[src/rtl/vram_pkg.sv]
// Shared definitions for the VRAM write path: MCB instruction encodings,
// scheduler state encoding and MCB port geometry.
package vram_pkg;

  localparam logic [2:0] MCB_WR      = 3'b000;
  localparam logic [2:0] MCB_RD      = 3'b001;
  localparam logic [2:0] MCB_WR_AP   = 3'b010;
  localparam logic [2:0] MCB_RD_AP   = 3'b011;
  localparam logic [2:0] MCB_REFRESH = 3'b100;

  localparam int MCB_FIFO_DEPTH = 64;
  localparam int MCB_BL_W       = 6;

  typedef enum logic [1:0] {
    WAIT_CAL = 2'd0,
    IDLE     = 2'd1,
    FILL     = 2'd2,
    ISSUE    = 2'd3
  } state_t;

endpackage

[src/rtl/vram_write_scheduler.sv]
// Packs pixel writes into MCB p1 write bursts (one command per contiguous run).
// Optional idle auto-flush of partial bursts: define VRAM_WRITE_TIMEOUT_EN.
module vram_write_scheduler
  import vram_pkg::*;
#(
  parameter int BURST_LEN = 32,
  parameter int WADDR_W   = 28,
  parameter int TIMEOUT   = 255
) (
  input  logic                clk,
  input  logic                reset,
  input  logic                calib_done,
  input  logic                px_valid,
  output logic                px_ready,
  input  logic [WADDR_W-1:0]  px_addr,
  input  logic [31:0]         px_data,
  input  logic                flush,
  output logic                busy,
  output logic                cmd_en,
  output logic [2:0]          cmd_instr,
  output logic [MCB_BL_W-1:0] cmd_bl,
  output logic [29:0]         cmd_byte_addr,
  input  logic                cmd_full,
  output logic                wr_en,
  output logic [31:0]         wr_data,
  output logic [3:0]          wr_mask,
  input  logic                wr_full,
  output state_t              dbg_state
);

  // Handshake: a pixel transfers on a rising edge where px_valid && px_ready;
  // px_valid may rise at any time, px_ready never depends combinationally on px_valid.

  state_t               state_q, state_d;
  logic [WADDR_W-1:0]   base_q;
  logic [WADDR_W-1:0]   next_addr_q;
  logic [6:0]           count_q;
  logic                 pending_q;
  logic [WADDR_W-1:0]   pend_addr_q;
  logic [31:0]          pend_data_q;

  logic                 accept;
  logic                 brk;
  logic                 burst_full;
  logic                 tmo_hit;

  assign brk        = (state_q == FILL) && (px_addr != next_addr_q);
  assign burst_full = (count_q == 7'(BURST_LEN));

`ifdef VRAM_WRITE_TIMEOUT_EN
  localparam int TMO_W = (TIMEOUT < 2) ? 1 : $clog2(TIMEOUT + 1);
  logic [TMO_W-1:0] tmo_q;

  // Idle-cycle counter; only runs while a partial burst is open in FILL.
  always_ff @(posedge clk or negedge reset) begin
    if (!reset) begin
      tmo_q <= '0;
    end else if (state_q != FILL || accept) begin
      tmo_q <= '0;
    end else if (tmo_q != TMO_W'(TIMEOUT - 1)) begin
      tmo_q <= tmo_q + TMO_W'(1);
    end
  end

  assign tmo_hit = (state_q == FILL) && !accept && (tmo_q == TMO_W'(TIMEOUT - 1));
`else
  assign tmo_hit = 1'b0;
`endif

  always_ff @(posedge clk or negedge reset) begin
    if (!reset) begin
      state_q <= WAIT_CAL;
    end else begin
      state_q <= state_d;
    end
  end

  always_comb begin
    state_d  = state_q;
    px_ready = 1'b0;
    cmd_en   = 1'b0;
    accept   = 1'b0;
    case (state_q)
      WAIT_CAL: begin
        if (calib_done) state_d = IDLE;
      end
      IDLE: begin
        px_ready = !wr_full && !pending_q;
        accept   = px_valid && px_ready;
        if (accept) state_d = FILL;
      end
      FILL: begin
        px_ready = !wr_full && !pending_q && !burst_full;
        accept   = px_valid && px_ready;
        if (accept && brk) begin
          state_d = ISSUE;
        end else if (count_q != 7'd0 && (burst_full || flush || tmo_hit)) begin
          state_d = ISSUE;
        end
      end
      ISSUE: begin
        // Holding off while wr_en is high keeps the last data word ahead of
        // its command when a word and flush arrive in the same cycle.
        cmd_en = !cmd_full && !wr_en;
        if (cmd_en) state_d = pending_q ? FILL : IDLE;
      end
      default: state_d = WAIT_CAL;
    endcase
  end

  always_ff @(posedge clk or negedge reset) begin
    if (!reset) begin
      base_q      <= '0;
      next_addr_q <= '0;
      count_q     <= '0;
      pending_q   <= 1'b0;
      pend_addr_q <= '0;
      pend_data_q <= '0;
      wr_en       <= 1'b0;
      wr_data     <= '0;
    end else begin
      wr_en <= 1'b0;
      if (accept && !brk) begin
        wr_en   <= 1'b1;
        wr_data <= px_data;
      end
      case (state_q)
        IDLE: begin
          if (accept) begin
            base_q      <= px_addr;
            next_addr_q <= px_addr + WADDR_W'(1);
            count_q     <= 7'd1;
          end
        end
        FILL: begin
          if (accept) begin
            if (brk) begin
              pending_q   <= 1'b1;
              pend_addr_q <= px_addr;
              pend_data_q <= px_data;
            end else begin
              count_q     <= count_q + 7'd1;
              next_addr_q <= next_addr_q + WADDR_W'(1);
            end
          end
        end
        ISSUE: begin
          if (cmd_en) begin
            count_q <= 7'd0;
            if (pending_q) begin
              // The word that broke the run opens the next burst.
              base_q      <= pend_addr_q;
              next_addr_q <= pend_addr_q + WADDR_W'(1);
              count_q     <= 7'd1;
              pending_q   <= 1'b0;
              wr_en       <= 1'b1;
              wr_data     <= pend_data_q;
            end
          end
        end
        default: ;
      endcase
    end
  end

  assign cmd_instr     = MCB_WR;
  assign wr_mask       = 4'b0000;
  assign cmd_bl        = cmd_en ? MCB_BL_W'(count_q - 7'd1) : '0;
  assign cmd_byte_addr = cmd_en ? 30'({base_q, 2'b00}) : '0;
  assign busy          = (count_q != 7'd0) || (state_q == ISSUE) || pending_q;
  assign dbg_state     = state_q;

endmodule

[config.mk]
export PLATFORM = sky130hd
export DESIGN_NAME = vram_write_scheduler
export DESIGN_NICKNAME = d
export VERILOG_FILES = /design/src/rtl/vram_pkg.sv /design/src/rtl/vram_write_scheduler.sv
export SDC_FILE = /design/constraint.sdc
export NUM_CORES = 1
export LEC_CHECK = 0
export CAP_MARGIN = 20
export CORE_MARGIN = 5
export CORE_UTILIZATION = 33
export DETAILED_ROUTE_END_ITERATION = 16
export GPL_TIMING_DRIVEN = 1
export HOLD_SLACK_MARGIN = 0.05
export PLACE_DENSITY = 0.62
export SLEW_MARGIN = 20
export SYNTH_ARGS = -nofsm -noshare
export SYNTH_HDL_FRONTEND = slang
export SYNTH_SLANG_ARGS = --single-unit
[constraint.sdc]
create_clock -name clk -period 3.85 [get_ports clk]
set_clock_uncertainty 0.15 [all_clocks]
set_input_delay 0.77 -clock clk [delete_from_list [all_inputs] [get_ports clk]]
set_output_delay 0.77 -clock clk [all_outputs]
set_load 0.02 [all_outputs]
==> results of run 1 <==
==> timing repair <==
action                                  CTS  global route
gates resized for setup                   1             2
gates cloned                              0             0
buffers inserted                          0             1
endpoints found under the setup margin    2             8
pin swaps                                 0             1
==> sequential cells by signal, indices dropped and copies added, names as in the netlist <==
register and flops:
wr_data 32, pend_addr_q 28, pending_q 1, base_q 28
count_q 7, next_addr_q 28, wr_en 1, dbg_state 2
pend_data_q 32
==> stage by stage <==
step           power [uW]  utilization [%]  cell area [um2]
3_5_place_dp         7120             40.5            10500
4_1_cts              8850             42.8            11100
6_report             8810             42.9            11200
5_1_grt              9400             42.9            11200
3_3_place_gp         7030             40.5            10500
2_1_floorplan        5670                -             8740
==> cell families after synthesis <==
kind of cell	Yosys count
other	1
flip-flops	159
XOR/XNOR	55
buffers and inverters	83
multiplexers	116
AND/OR/NAND/NOR	229
adder cells (fa/ha/maj)	7
AO/OA/AOI/OAI	206
==> report_power, final <==
group          switching (uW)  internal, uW
clock network             760           933
logic                    2200          1950
registers                 518          2450
==> layout make-up <==
cell class | count | area, um2 | share of cell area (%)
multi-input combinational | 622 | 4420 | 39.6
timing repair buffer | 168 | 1700 | 15.2
sequential | 159 | 3980 | 35.7
tap | 335 | 419 | 3.76
clock buffer | 18 | 439 | 3.94
clock inverter | 14 | 146 | 1.31
inverter | 13 | 48.8 | 0.438
==> routing by layer <==
metal  global-route usage, %  share of wire (%)
met3                    2.88                4.5
met4                    4.78                1.6
met1                    22.7                 46
met2                    25.4                 48
met5                       0                  0
==> cells in the mapped netlist (2+ instances only) <==
| cell type | number |
|---|---|
| a211o_1 | 4 |
| a21o_1 | 9 |
| a21oi_1 | 74 |
| a222oi_1 | 5 |
| a22o_1 | 11 |
| a22oi_1 | 19 |
| a31oi_1 | 32 |
| and2_1 | 7 |
| and3_1 | 30 |
| buf_2 | 12 |
| buf_4 | 12 |
| buf_6 | 2 |
| clkbuf_1 | 43 |
| dfrtp_1 | 159 |
| ha_1 | 7 |
| inv_1 | 13 |
| mux2_1 | 11 |
| mux2_2 | 75 |
| mux2i_1 | 30 |
| nand2_1 | 35 |
| nand2b_1 | 4 |
| nand3_1 | 9 |
| nand4_1 | 12 |
| nor2_1 | 79 |
| nor3_1 | 11 |
| nor3b_1 | 3 |
| nor4_1 | 8 |
| nor4_2 | 3 |
| o211a_1 | 3 |
| o21ai_0 | 39 |
| or3b_1 | 12 |
| or3b_2 | 6 |
| xnor2_1 | 42 |
| xor2_1 | 13 |
==> worst min-delay path by stage <==
stage                         start              end  slack (ps)
global route                  reset        base_q[9]         240
global placement    pend_data_q[24]  pend_data_q[24]         340
floorplan                     reset        base_q[0]         320
CTS                           reset        base_q[0]         210
finish                        reset        base_q[9]         190
detailed placement  pend_data_q[21]  pend_data_q[21]         340
==> impl_metrics.ini, run 1 <==
[clock_tree]
cts_tree = yes
clockRootBuffer = clkbuf_16
clkLatencyLatePin_ps = 420
cts_max_level = 4
cts_buffers = 17
cts_buffer_depth = 2
postCtsHoldBufs = 0
clk_pin_slew_ps = 70
clock_sinks = 159

[synthesis]
synth_top_area_cell = dfrtp_1
synth_edf_count = 0
async_reset_ff_share_pct = 100
syn_area_um2 = 8710
ys_seq_area_share_pct = 45.7
synth_top_area_share_pct = 45.7
synthMuxAreaShare_pct = 14.6
synth_xor_area_share_pct = 5.53
synth_seq_cells = 159
synthAdderAreaFrac_pct = 1.01
synthCells = 856
synth_compound_area_share_pct = 14.7
ys_warn_count = 0
synth_flop_cell = dfrtp_1
syn_avg_cell_area_um2 = 10.2
synth_top_family_by_area = compound AO/OA/AOI/OAI gates
synthSimpleGateAreaFrac_pct = 14.0
synth_cell_types = 56
netlist_top_cells_area = dfrtp_1, mux2_2, a21oi_1

[sta]
rsz0062_at_grt = false
maxSlewHeadroom_pct = 58.2
final-hold-violation-count = 0
fin_crit_sh_pct = 93.1
setup_tns_ps = 0
slew_violations = 0
setup_ws_ps = 265
fmax_ghz = 0.279
whs_ps = 188
setup_viol = 0
min_period_ps = 3580
tightestPinTransition_ps = 627

[finish]
drive_gt1_share_pct = 16.1
mostFrequentLayoutCell = dfrtp_1
layout-area-overhead-vs-synth_pct = 28.1
fillCellCount = 2512
n_antenna_cell = 0
stdcell_count = 1329
final_cell_mix = dfrtp_1, clkdlybuf4s50_1, nor2_1, mux2_2, a21oi_1
design.final.nets = 1055

[critical_path]
crit_type = flip-flop to primary output
cp_num_buf_inv = 2
slowest_delay_ps = 630
worstSetupStartpointType = flip-flop
r2r_cells = 10
timing.rr.end = next_addr_q[21]
crit_cells = 5
path_max_fanout = 40
critPathCaptureType = primary output
r2r_setup_slack_ps = 510
crit_family = buffers and inverters
r2r-start = dbg_state[1]
cp.required_ps = 2930
cp-startpoint = dbg_state[0]
cp_slowest_cell = clkdlybuf4s50_1
worstPathCellList = ha_4 > buf_12 > nand2_1 > a21oi_1 > clkdlybuf4s50_1
worstPathArrival_ps = 2660
crit_end = cmd_bl[2]

[floorplanning]
die_area_um2 = 29700
die_y_um = 172
core_um2 = 26000
initial_core_util_pct = 33.5
io-pin-count = 148
die_w_um = 172
rows = 59

[drt]
antenna_left = 0
drt_first_pass_iters = 5
vias = 7031
routed_via_density = 5.29
drc = 0
wl_per_cell_um = 18.5
totalWireLength_um = 24600
drt-initial-drc-count = 398

[pwr]
power.density_nw_per_um2 = 790
vdd_drop_max_v = 0.000334
cellLeakagePower_uw = 0.00485

[global_route]
grt_pass1_wl_um = 38300
grt_max_degree = 66
grt-ovfl-total = 0
grt_pass1_vias = 6952
antenna_found_initial = 0
gr-usage-all-layers_pct = 16.1

[placed_design]
placed_cells = 1296
dp_hpwl_um = 16400
place_congestion = 0.845
dp_slack_ps = 250
port_buffers = 138

[outcome]
outcome = completed

[hold_path]
hold_class = primary input to async pin

[run]
cap_violations = 0
(Power assumes the default switching activity.)
==> inputs of run 2 (changes only) <==
--- a/config.mk
+++ b/config.mk
@@ -9,9 +9,10 @@
 export CORE_MARGIN = 5
 export CORE_UTILIZATION = 33
 export DETAILED_ROUTE_END_ITERATION = 16
+export DONT_BUFFER_PORTS = 1
 export GPL_TIMING_DRIVEN = 1
 export HOLD_SLACK_MARGIN = 0.05
-export PLACE_DENSITY = 0.62
+export PLACE_DENSITY = 0.55
 export SLEW_MARGIN = 20
 export SYNTH_ARGS = -nofsm -noshare
 export SYNTH_HDL_FRONTEND = slang
==> run 2 against run 1 <==
The flow now finishes with violations (hold timing). Non-clock buffer count down 142. Sequential cell count is the same. Global-route usage decreased by 0.37 points. Sequential share of layout area up 5.5 points. Hold slack worse by 300 ps. Critical path depth is 2 higher. Final area fell by 13%. Via count decreased by 8.4%.
==> impl_metrics.ini, run 2 (synthesis gave the netlist of run 1 again) <==
[drt]
routed_via_density = 5.43
drt-initial-drc-count = 518
totalWireLength_um = 23500
vias = 6441
drt_first_pass_iters = 5
wl_per_cell_um = 19.8
antenna_left = 0
drc = 0

[clock_tree]
clk_pin_slew_ps = 70
clock_sinks = 159
cts_tree = yes
cts_buffers = 17
post_cts_buffers = 0
cts_max_level = 4
clkLatencyLatePin_ps = 430
cts_buffer_depth = 2
clockRootBuffer = clkbuf_16
ctsResizeCount = 0

[finish]
stdcell_count = 1187
drive_gt1_share_pct = 18.1
design.final.nets = 913
mostFrequentLayoutCell = dfrtp_1
layout-area-overhead-vs-synth_pct = 10.9
final_util_pct = 37.1
post-route-cell-area_um2 = 9650
n_antenna_cell = 0
fillCellCount = 2571
final_cell_mix = dfrtp_1, nor2_1, mux2_2, a21oi_1, xnor2_1
biggestRegsByFlops = pend_data_q (32), wr_data (32)

[outcome]
outcome = finished, violations left
failed_checks = hold timing

[placed_design]
place_area_um2 = 9070
placed_cells = 1155
dp_hpwl_um = 15800
port_buffers = 0
place_congestion = 0.832

[pwr]
p_comb_share_pct = 40.0
vdd_drop_max_v = 0.000381
clock_power_share_pct = 21.0
swShare_pct = 40.6
power.density_nw_per_um2 = 847
seq_power_share_pct = 38.9
power.internal_uw = 4860
power_switching_uw = 3320
cellLeakagePower_uw = 0.00427

[critical_path]
worstSetupStartpointType = flip-flop
path_max_fanout = 29
critPathCaptureType = primary output
worstPathArrival_ps = 2630
cp.required_ps = 2930
crit_type = flip-flop to primary output

[floorplanning]
die_y_um = 172
io-pin-count = 148
rows = 59
die_area_um2 = 29700
core_um2 = 26000
die_w_um = 172
initial_core_util_pct = 33.5

[sta]
rsz0062_at_grt = false
final-hold-violation-count = 159
whs_ps = -113
slew_violations = 0
setup_tns_ps = 0
fin_crit_sh_pct = 92.2
min_period_ps = 3550
tightestPinTransition_ps = 635
maxSlewHeadroom_pct = 57.7
fmax_ghz = 0.282
setup_viol = 0

[global_route]
grt-ovfl-total = 0
gr-usage-all-layers_pct = 15.7
grt_pass1_wl_um = 36900
grt_max_degree = 160
grt_pass1_vias = 6418
antenna_found_initial = 0

[run]
cap_violations = 0

[hold_path]
hold_class = primary input to async pin
==> run 2: cell types whose count changed in the layout (fill, tap and decap cells not counted), sizes merged <==
cell           previous run  this run
clkdlybuf4s50           136         0
buf                      31        26
inv                      21        17
clkinv                    3         6
bufinv                    1         2
clkbuf                   18        17
clkinvlp                  2         3
dlymetal6s2s              1         0
==> run 2: layout make-up <==
class | count | area, um2 | share of cell area (%)
Clock inverter | 15 | 161 | 1.67
Multi-Input combinational cell | 622 | 4410 | 45.7
Timing Repair Buffer | 26 | 208 | 2.15
Sequential cell | 159 | 3980 | 41.2
Inverter | 13 | 48.8 | 0.506
Tap cell | 335 | 419 | 4.34
Clock buffer | 17 | 425 | 4.41
==> run 2: layer usage <==
metal	vias up	track usage, %	wire length [um]
met3	23	4.76	1550
met4	0	4.17	402
met5	-	0	0
met2	137	23.9	11000
met1	3219	21.9	10600
li1	3062	-	-
==> run 2: worst paths after layout <==
kind	from	endpoint	slack, ps	depth (start not counted)
worst max-delay path	dbg_state[0]	px_ready	300	7
worst min-delay path	reset	base_q[9]	-110	0
worst max register to register	dbg_state[0]	next_addr_q[23]	480	8
worst min register to register	pend_data_q[20]	pend_data_q[20]	350	1
max in group asynchronous	reset	pend_data_q[30]	3470	0
min in group clk	px_data[28]	pend_data_q[28]	330	1
==> run 2: worst max-delay path, cell delays in order (launching register included) <==
cell and delay, ps:
dfrtp_1 440, inv_1 110, ha_2 550, buf_4 290
buf_4 230, inv_1 100, a21oi_1 190, o211a_1 300
==> run 2: power groups by stage <==
stage	combinational (uW)	clock, uW	sequential [uW]
after floorplan	2630	0	3050
after global placement	3220	0	3200
after detailed placement	3270	0	3220
after CTS	3290	1760	3190
after global routing	3610	1830	3280
final	3270	1720	3180
==> run 2: metrics by stage <==
stage               setup slack, ps  power [uW]
detailed placement              573        6500
CTS                             295        8240
global route                    126        8720
floorplan                       499        5670
finish                          300        8180
global placement                599        6420
